--- config.mk ---
export PLATFORM = sky130hd
export DESIGN_NAME = wb_stage_pipe
export DESIGN_NICKNAME = d
export VERILOG_FILES = /design/src/rtl/core_pkg.sv /design/src/rtl/load_ext.sv /design/src/rtl/wb_stage_pipe.sv
export SDC_FILE = /design/constraint.sdc
export NUM_CORES = 1
export LEC_CHECK = 0
export ABC_AREA = 1
export BUFFER_PORTS_ARGS = -buffer_cell sky130_fd_sc_hd__buf_2
export CELL_PAD_IN_SITES_DETAIL_PLACEMENT = 1
export CELL_PAD_IN_SITES_GLOBAL_PLACEMENT = 1
export CORE_UTILIZATION = 29
export CTS_CLUSTER_DIAMETER = 200
export DETAILED_ROUTE_END_ITERATION = 16
export PLACE_DENSITY = 0.86
export SYNTH_ARGS = -nofsm -noshare
export SYNTH_HDL_FRONTEND = slang
export SYNTH_HIERARCHICAL = 1
export SYNTH_SLANG_ARGS = --single-unit
export TNS_END_PERCENT = 100
--- constraint.sdc ---
create_clock -name clk -period 1.6 [get_ports clk]
set_input_delay 0.24 -clock clk [delete_from_list [all_inputs] [get_ports clk]]
set_output_delay 0.24 -clock clk [all_outputs]
set_load 0.01 [all_outputs]
--- src/rtl/core_pkg.sv ---
// Shared encodings for the write-back path: result-source select, load size
// and the zero-register index.
package core_pkg;

    localparam logic [1:0] WB_SEL_ALU  = 2'b00;
    localparam logic [1:0] WB_SEL_MEM  = 2'b01;
    localparam logic [1:0] WB_SEL_LINK = 2'b10;
    localparam logic [1:0] WB_SEL_ZERO = 2'b11;

    localparam logic [1:0] SIZE_B = 2'b00;
    localparam logic [1:0] SIZE_H = 2'b01;
    localparam logic [1:0] SIZE_W = 2'b10;
    localparam logic [1:0] SIZE_D = 2'b11;

    // XZR for the architectural 5-bit register index.
    localparam logic [4:0] XZR_IDX = 5'd31;

endpackage

--- src/rtl/load_ext.sv ---
// Combinational load formatter: keeps the low 8/16/32/64 bits of right-aligned
// load data and zero- or sign-extends them to DATA_W.
module load_ext
    import core_pkg::*;
#(
    parameter int DATA_W = 64
) (
    input  logic [DATA_W-1:0] raw,
    input  logic [1:0]        size,
    input  logic              is_signed,
    output logic [DATA_W-1:0] ext
);

    always_comb begin
        ext = raw;
        case (size)
            SIZE_B:  ext = {{(DATA_W-8){is_signed & raw[7]}},   raw[7:0]};
            SIZE_H:  ext = {{(DATA_W-16){is_signed & raw[15]}}, raw[15:0]};
            SIZE_W:  ext = {{(DATA_W-32){is_signed & raw[31]}}, raw[31:0]};
            // Doubleword ignores is_signed; bits above 64 are left as loaded.
            default: ext = raw;
        endcase
    end

endmodule

--- src/rtl/wb_stage_pipe.sv ---
// MEM/WB pipeline stage: selects and formats the result, registers it under
// stall/flush control, drives the register-file write port and counts retires.
module wb_stage_pipe
    import core_pkg::*;
#(
    parameter int DATA_W      = 64,
    parameter int REG_AW      = 5,
    parameter int CNT_W       = 32,
    parameter int ZR_SUPPRESS = 1
) (
    input  logic              clk,
    input  logic              rst_n,
    input  logic              in_valid,
    input  logic              in_regwrite,
    input  logic [REG_AW-1:0] in_rd,
    input  logic [1:0]        in_wb_sel,
    input  logic [DATA_W-1:0] in_alu,
    input  logic [DATA_W-1:0] in_mem,
    input  logic [DATA_W-1:0] in_link,
    input  logic [1:0]        in_size,
    input  logic              in_signed,
    input  logic              stall,
    input  logic              flush,
    output logic              wb_we,
    output logic [REG_AW-1:0] wb_rd,
    output logic [DATA_W-1:0] wb_data,
    output logic              fwd_valid,
    output logic [CNT_W-1:0]  retired
);

    // Handshake: the upstream stage offers an instruction with in_valid; the
    // stage accepts it on any edge where stall=0 or flush=1 (flush accepts a
    // bubble). The occupant leaves, and is retired, on that same edge.

    logic [DATA_W-1:0] load_fmt;
    logic [DATA_W-1:0] sel_data;
    logic              advance;
    logic              rd_is_zr;

    logic              valid_q, valid_d;
    logic              regwrite_q, regwrite_d;
    logic [REG_AW-1:0] rd_q, rd_d;
    logic [DATA_W-1:0] data_q, data_d;
    logic [CNT_W-1:0]  retired_q, retired_d;

    load_ext #(.DATA_W(DATA_W)) u_load_ext (
        .raw       (in_mem),
        .size      (in_size),
        .is_signed (in_signed),
        .ext       (load_fmt)
    );

    always_comb begin
        sel_data = '0;
        case (in_wb_sel)
            WB_SEL_ALU:  sel_data = in_alu;
            WB_SEL_MEM:  sel_data = load_fmt;
            WB_SEL_LINK: sel_data = in_link;
            default:     sel_data = '0;
        endcase
    end

    assign advance = ~stall | flush;

    always_comb begin
        valid_d    = valid_q;
        regwrite_d = regwrite_q;
        rd_d       = rd_q;
        data_d     = data_q;
        if (flush) begin
            valid_d = 1'b0;
        end else if (!stall) begin
            valid_d    = in_valid;
            regwrite_d = in_regwrite;
            rd_d       = in_rd;
            data_d     = sel_data;
        end
        retired_d = retired_q + CNT_W'(valid_q & advance);
    end

    always_ff @(posedge clk or negedge rst_n) begin
        if (!rst_n) begin
            valid_q    <= 1'b0;
            regwrite_q <= 1'b0;
            rd_q       <= '0;
            data_q     <= '0;
            retired_q  <= '0;
        end else begin
            valid_q    <= valid_d;
            regwrite_q <= regwrite_d;
            rd_q       <= rd_d;
            data_q     <= data_d;
            retired_q  <= retired_d;
        end
    end

    // valid_q is never X after reset, so it masks any X in the data fields.
    assign rd_is_zr  = (ZR_SUPPRESS != 0) && (rd_q == {REG_AW{1'b1}});
    assign wb_we     = valid_q & regwrite_q & ~rd_is_zr;
    assign fwd_valid = wb_we;
    assign wb_rd     = rd_q;
    assign wb_data   = data_q;
    assign retired   = retired_q;

endmodule

==> impl_metrics.ini, run 1 <==
[outcome]
status = complete, but fails checks
violations = negative setup slack

[synthesis]
synth_fp_nets = 1174
syn_area_mm2 = 0.00681
ys_ff_latch = 103
ys_seq_area_share_pct = 37.8
syn_avg_cell_area_um2 = 7.07
synth.distinct_cells = 23
synth_warnings = 6
netlist_instances = 963

[power]
p_int_w = 0.00479
cellPowerDensity_mw_per_mm2 = 794
p_leak_nw = 5.32
p_sw_w = 0.00248
switching_share_pct = 34.1
seqPwrFrac_pct = 42.9
p_clk_share_pct = 31.9
p_comb_share_pct = 25.3
vdd_drop_max_mv = 0.450

[clock_network]
h-tree-depth = 3
cts-root-buf = clkbuf_16
cts_made_buffers = 9
cts_tree = yes
cts_sinks = 103
clkLatencyLatePin_ps = 360
clkTransAtPathRegs_ps = 90
clockBufferDepth = 2

[timing]
hold_slack_ps = 81.9
fin_tns_setup_ps = -2090
min_period_ps = 1760
rsz0062_at_grt = true
finClkSkew_ps = 8.09
slew_headroom_pct = 74.7
max_freq_ghz = 0.569
worstMarginPinSlew_ps = 380
setup_viol = 23
drv_slew = 0
timing.final.ws_setup_ps = -157
fin_crit_sh_pct = 110
final_hold_viol_count = 0

[place]
place_area_mm2 = 0.00865
port_buffers = 310
dp_hpwl_um = 20400
place_inst = 1552
gp_congestion = 0.886

[floorplanning]
ios = 311
floorplan.die.height_um = 155
coreArea_mm2 = 0.0228
die_w_um = 155
die_area_mm2 = 0.0241
start_util_pct = 29.8
rows = 55

[detailed_routing]
remaining_drc_errors = 0
antenna_left = 0
first_iter_violations = 286
wl_per_cell_um = 17.0
firstDrtPassIters = 4
wirelength_um = 26900
via_per_inst = 4.80
vias = 7606

[grt]
grt_first_pass_wirelength_um = 42900
antenna_found_initial = 9
grt_overflow = 0
grt_pass1_vias = 8208
track_usage_pct = 22.6
grt_max_degree = 49

[critical_path]
startpoint_type = flop
crit_path_max_fanout = 5
worst-setup-path-type = reg -> reg
required_ps = 1850
endpoint_kind = flop
worstPathArrival_ps = 2000

[final_layout]
final_nets = 1471
area_growth_pct = 34.5
drive_gt1_share_pct = 36.0
final_cell_mix = 514 x nand2_1, 309 x buf_2, 103 x dfrtp_1, 70 x nand3_1, 50 x nand3_2
fin_area_mm2 = 0.00916
fin_cells = 1584
final_common_cell = nand2_1

[min_path]
hold_path.class = in -> reg

[flow_run]
cap_violations = 0
==> layer usage <==
metal  routed length [um]  GRT usage [%]
met1                10900           26.3
met2                13700           40.3
met3                 1300           4.07
met4                 1020           10.5
met5                   22              0
==> final timing paths <==
| check | start | end | slack [ps] | cells after the start |
|---|---|---|---|---|
| worst max-delay path | valid_q | retired[20] | -160 | 10 |
| worst min-delay path | in_rd[0] | wb_rd[0] | 80 | 3 |
| worst max register to register | valid_q | retired[20] | -160 | 10 |
| worst min register to register | wb_data[23] | wb_data[23] | 480 | 2 |
| max in group asynchronous | rst_n | wb_data[54] | 700 | 3 |
| min in group asynchronous | rst_n | wb_data[23] | 330 | 2 |
==> worst max-delay path: stages, from the launching register on <==
cell and delay (ps):
dfrtp_1 390, a21boi_4 240, ha_4 170, ha_4 150, nand2_4 70, nor2_4 140
nand2_4 110, nor2_4 150, nand2_1 80, nand2_1 80, nand2_1 80
==> per-stage QoR <==
step	setup slack [ps]	power [W]	util (%)
final	-157	0.00727	40.1
after global routing	-256	0.00765	40.1
after CTS	-131	0.00735	39.6
after detailed placement	-293	0.00496	37.9
after global placement	-124	0.00487	37.9
after floorplan	-13.0	0.00405	-
==> cells by family after synthesis <==
| family | after synthesis | share of synthesized area (%) |
|---|---|---|
| AO/OA/AOI/OAI | 11 | 0.918 |
| XOR/XNOR | 15 | 1.93 |
| adder cells (fa/ha/maj) | 3 | 0.551 |
| buffers and inverters | 94 | 9.73 |
| flip-flops | 103 | 37.8 |
| AND/OR/NAND/NOR | 737 | 49.0 |
==> final cells by class <==
cell class              instances  area (um2)
fillers                      3002       13700
multi-input cells             766        3720
flip-flops and latches        103        2580
repair buffers                352        2040
well taps                     313         392
clock buffers                   9         225
inverters                      28         105
clock inverters                 7        83.8
diodes                          6        15.0
==> registers in the layout, summed over array words and instances (netlist names) <==
| signal | count |
|---|---|
| regwrite_q | 1 |
| retired | 32 |
| valid_q | 1 |
| wb_data | 64 |
| wb_rd | 5 |
==> Yosys cell counts <==
cell / instances / area (um2)
dfrtp_1: 103 / 2580
nand4_2: 1 / 12.5
buf_4: 12 / 90.1
nand3_2: 50 / 500
nor2_4: 5 / 56.3
nand3_1: 70 / 350
nand2_1: 526 / 1970
xor2_1: 11 / 96.3
clkbuf_1: 6 / 22.5
xnor2_1: 4 / 35.0
nand4_1: 33 / 206
buf_6: 30 / 338
ha_1: 3 / 37.5
inv_1: 24 / 90.1
clkbuf_8: 2 / 27.5
buf_2: 16 / 80.1
o211a_1: 1 / 10.0
a21boi_0: 1 / 7.51
nor2_1: 38 / 143
nand3b_1: 8 / 60.1
o21ai_0: 9 / 45.0
inv_2: 4 / 15.0
nor2_2: 6 / 37.5
==> power by group through the flow <==
| stage | sequential, W | combinational, W | clock, W |
|---|---|---|---|
| after global routing | 0.00316 | 0.00203 | 0.00247 |
| after global placement | 0.00313 | 0.00174 | 0 |
| after CTS | 0.00311 | 0.00184 | 0.00240 |
| after floorplan | 0.00326 | 0.000790 | 0 |
| final | 0.00312 | 0.00184 | 0.00232 |
| after detailed placement | 0.00314 | 0.00181 | 0 |
==> timing repair <==
action	CTS	global route
buffers inserted	3	7
resized for setup	12	17
hold buffers	1	0
hold endpoints to repair	21	0
pin swaps	9	16
endpoints found under the setup margin	24	25
(Power assumes the default switching activity.)
==> inputs of run 2 (changes only) <==
- CELL_PAD_IN_SITES_DETAIL_PLACEMENT: 1 -> 2
- CELL_PAD_IN_SITES_GLOBAL_PLACEMENT: 1 -> 2
- CORE_UTILIZATION: 29 -> 22
==> impl_metrics.ini, run 2 (synthesis gave the netlist of run 1 again) <==
[outcome]
status = complete, but fails checks
violations = negative setup slack

[grt]
grt_pass1_vias = 8584
grt_max_degree = 60
grt_first_pass_wirelength_um = 47400
antenna_found_initial = 15
grt_overflow = 0
track_usage_pct = 19.5

[timing]
worstMarginPinSlew_ps = 549
rsz0062_at_grt = true
setup_viol = 21
max_freq_ghz = 0.574
fin_crit_sh_pct = 109
drv_slew = 0
hold_slack_ps = 70.8
finClkSkew_ps = 14.3
timing.final.ws_setup_ps = -143
final_hold_viol_count = 0
min_period_ps = 1740
slew_headroom_pct = 63.4

[power]
p_leak_nw = 5.32
cellPowerDensity_mw_per_mm2 = 799
vdd_drop_max_mv = 0.450

[floorplanning]
start_util_pct = 22.3
ios = 311
die_area_mm2 = 0.0317
die_w_um = 178
rows = 64
coreArea_mm2 = 0.0305
floorplan.die.height_um = 178

[detailed_routing]
antenna_left = 0
wl_per_cell_um = 18.5
via_per_inst = 4.62
wirelength_um = 30900
firstDrtPassIters = 4
vias = 7727
first_iter_violations = 241
remaining_drc_errors = 0

[place]
place_inst = 1637
gp_congestion = 0.818
place_area_mm2 = 0.00878
port_buffers = 310
dp_slack_ps = -240
dp_hpwl_um = 23000

[critical_path]
worstPathArrival_ps = 2020
startpoint = valid_q
worst-setup-path-type = reg -> reg
crit_cells = 8
cp_slowest_cell = dfrtp_1
crit_family = simple AND/OR/NAND/NOR gates
crit_path_max_fanout = 5
path_cells = a21boi_4, ha_4, ha_4, nand2_4, nor2_4, nand2_2, nor2_4, xor2_1
crit_end = retired[14]
path_buf_inv = 0
max_stage_delay_ps = 380
startpoint_type = flop
r2r-end = retired[14]
rrSetupSlack_ps = -140
r2r_cells = 8
required_ps = 1880
r2r-start = valid_q
endpoint_kind = flop

[final_layout]
final_common_cell = nand2_1
fin_cells = 1673
fin_area_mm2 = 0.00929
final_cell_mix = 518 x nand2_1, 309 x buf_2, 103 x dfrtp_1, 70 x nand3_1, 50 x nand3_2
area_growth_pct = 36.4
postLayoutCoreUtil_pct = 30.5
largest_register_ffs = 64
final_nets = 1470
drive_gt1_share_pct = 35.8

[clock_network]
cts_tree = yes
clockBufferDepth = 2
clkLatencyLatePin_ps = 370
cts_sinks = 103
clkTransAtPathRegs_ps = 90
cts-root-buf = clkbuf_16
h-tree-depth = 3
cts_made_buffers = 9

[min_path]
hold_path.class = in -> reg
hold_depth = 3

[flow_run]
cap_violations = 0
==> run 2: cell types whose count changed in the layout (fill, tap and decap cells not counted) <==
cell      delta
buf_12       +1
buf_4        -2
clkinv_4     +2
diode_2      +7
ha_2         -1
ha_4         +1
inv_1        -1
inv_2        +1
inv_6        -3
inv_8        +1
nand2_1      +4
nand2_2      -4
==> run 2: routing by layer <==
metal  track usage (%)  vias to the layer above  part of all wire (%)
li1                  -                     3630                     -
met1              22.2                     3835                    41
met2              35.4                      209                    52
met3              3.77                       47                   4.5
met4              7.80                        6                   2.2
met5                 0                        -                  0.13
==> run 2: area by class of cell <==
type,count,area (um2)
fill,3723,21200
multi-input combinational,766,3720
sequential,103,2580
timing repair buffer,351,2050
tap,396,495
clock buffer,9,225
inverter,28,105
clock inverter,7,86.3
antenna,13,32.5
==> run 2: tightest hold or removal path, stage by stage <==
cell and delay [ps]:
buf_2 70, nand2_1 40, nand2_1 50
==> run 2: timing repair <==
item / in CTS / in global routing
hold buffers: 1 / 0
pin swaps: 15 / 18
cloned: 0 / 0
buffers inserted: 4 / 3
endpoints found under the setup margin: 24 / 26
endpoints found under the hold margin: 103 / 0
gates resized for setup: 15 / 13
==> run 2: report_power, final <==
group,internal [W],switching [W]
Sequential,0.00289,0.000231
Combinational,0.000783,0.00111
Clock,0.00113,0.00129
Total,0.00480,0.00263
==> run 2: worst min-delay path by stage <==
stage | end | startpoint | slack, ps
final | valid_q | in_valid | 70
after global routing | wb_rd[2] | in_rd[2] | 60
after CTS | valid_q | in_valid | 60
after detailed placement | wb_data[10] | rst_n | 260
after global placement | wb_data[7] | rst_n | 260
after floorplan | regwrite_q | rst_n | -60
==> run 2: through the flow <==
step           total power (W)  TNS (ps)
4_1_cts                0.00749     -1220
2_1_floorplan          0.00405     -64.1
6_report               0.00743     -1640
3_5_place_dp           0.00502     -3730
3_3_place_gp           0.00492     -1720
5_1_grt                0.00784     -3300
==> inputs of run 3 (changes only) <==
==> constraint.sdc (replaced) <==
create_clock -name clk -period 1.4 [get_ports clk]
set_input_delay 0.28 -clock clk [delete_from_list [all_inputs] [get_ports clk]]
set_output_delay 0.28 -clock clk [all_outputs]
set_load 0.01 [all_outputs]
==> impl_metrics.ini, run 3 (synthesis gave the netlist of run 1 again) <==
[detailed_routing]
first_iter_violations = 346
wl_per_cell_um = 19.1
remaining_drc_errors = 0
via_per_inst = 4.64
antenna_left = 0
vias = 7814
firstDrtPassIters = 4
wirelength_um = 32100

[place]
dp_hpwl_um = 24200
gp_congestion = 0.814
port_buffers = 310
place_area_mm2 = 0.00890

[grt]
grt_max_degree = 62
grt_first_pass_wirelength_um = 49300
grt_overflow = 0
antenna_found_initial = 11
grt_pass1_vias = 8703
track_usage_pct = 20.4

[outcome]
status = complete, but fails checks
violations = negative setup slack

[power]
switching_share_pct = 33.7
p_leak_nw = 5.43
p_clk_share_pct = 31.9
p_sw_w = 0.00291
p_int_w = 0.00574
seqPwrFrac_pct = 41.1
vdd_drop_max_mv = 0.557
cellPowerDensity_mw_per_mm2 = 914
finalPower_w = 0.00865
p_comb_share_pct = 27.0

[critical_path]
r2r-start = valid_q
path_buf_inv = 1
r2r_cells = 9
worstPathArrival_ps = 2120
cp_slowest_cell = dfrtp_1
worst-setup-path-type = reg -> reg
required_ps = 1690
endpoint_kind = flop
startpoint_type = flop
rrSetupSlack_ps = -420
r2r-end = retired[16]
max_stage_delay_ps = 390
crit_family = simple AND/OR/NAND/NOR gates
path_cells = a21boi_4, ha_4, ha_4, nand2_4, nor2_4, nand2_4, nor2_4, buf_4, xor2_1
crit_path_max_fanout = 5

[final_layout]
num-fill-cells = 3691
final_nets = 1488
fin_area_mm2 = 0.00947
final_common_cell = nand2_1
final_cell_mix = 517 x nand2_1, 308 x buf_2, 103 x dfrtp_1, 70 x nand3_1, 50 x nand3_2
largest_register_ffs = 64
drive_gt1_share_pct = 36.7
area_growth_pct = 39.0

[timing]
worstMarginPinSlew_ps = 381
slew_headroom_pct = 74.6
fin_crit_sh_pct = 130
drv_slew = 0
finClkSkew_ps = 10.4
min_period_ps = 1820
setup_viol = 31
rsz0062_at_grt = true
timing.final.ws_setup_ps = -422
max_freq_ghz = 0.549
final_hold_viol_count = 0

[flow_run]
cap_violations = 0

[floorplanning]
ios = 311
coreArea_mm2 = 0.0305
die_area_mm2 = 0.0317
start_util_pct = 22.3
rows = 64
die_w_um = 178
floorplan.die.height_um = 178

[min_path]
hold_end = regwrite_q
hold_path.class = in -> reg
hp-start = in_regwrite
hold_depth = 3

[clock_network]
clkLatencyLatePin_ps = 370
clockBufferDepth = 2
cts_tree = yes
clkTransAtPathRegs_ps = 80
cts-root-buf = clkbuf_16
cts_made_buffers = 9
cts_sinks = 103
h-tree-depth = 3
run 3: stage by stage:
stage	setup TNS [ps]	util (%)	std cells	setup slack [ps]	hold WS, ps
finish	-9860	31.0	1685	-422	120
floorplan	-1550	-	963	-179	-15.6
detailed placement	-14020	29.2	1646	-617	307
global route	-12620	31.0	1685	-504	117
CTS	-9420	30.6	1669	-459	112
global placement	-8250	29.2	1646	-409	296
run 3: repair_timing:
action	in CTS	in global routing
hold buffers	1	0
pin swaps	14	9
endpoints found under the hold margin	103	0
gates resized for setup	16	14
endpoints found under the setup margin	32	37
setup buffers	8	11
run 3: area by class of cell:
cell class	instances	area [um2]	share of cell area, %
antenna	8	20.0	0.211
clock buffer	9	225	2.38
clock inverter	6	72.6	0.766
inverter	28	105	1.11
multi-input combinational	766	3740	39.5
sequential	103	2580	27.2
tap	396	495	5.23
timing repair buffer	369	2230	23.6
run 3: worst max-delay path by stage:
| stage | start | end | slack (ps) | cells after the start |
|---|---|---|---|---|
| floorplan | valid_q | retired[26] | -180 | 10 |
| global placement | flush | retired[18] | -410 | 12 |
| detailed placement | flush | retired[20] | -620 | 12 |
| CTS | valid_q | retired[20] | -460 | 10 |
| global route | valid_q | retired[20] | -500 | 10 |
| finish | valid_q | retired[16] | -420 | 9 |
run 3: power by group through the flow:
stage,Combinational (W),Sequential [W],Clock [W]
detailed placement,0.00221,0.00360,0
finish,0.00234,0.00356,0.00276
global placement,0.00212,0.00358,0
global route,0.00258,0.00360,0.00297
CTS,0.00226,0.00356,0.00285
floorplan,0.000913,0.00373,0
run 3: per-layer routing:
metal | track usage, % | part of all wire (%) | routed length (um)
met1 | 22.8 | 40 | 13000
met2 | 37.6 | 52 | 16800
met3 | 4.56 | 4.6 | 1480
met4 | 7.26 | 2.6 | 840
met5 | 0 | 0.16 | 53
run 3: worst min-delay path, stage by stage:
cell and delay [ps]:
buf_2 80, nand2_1 40, nand2_1 60
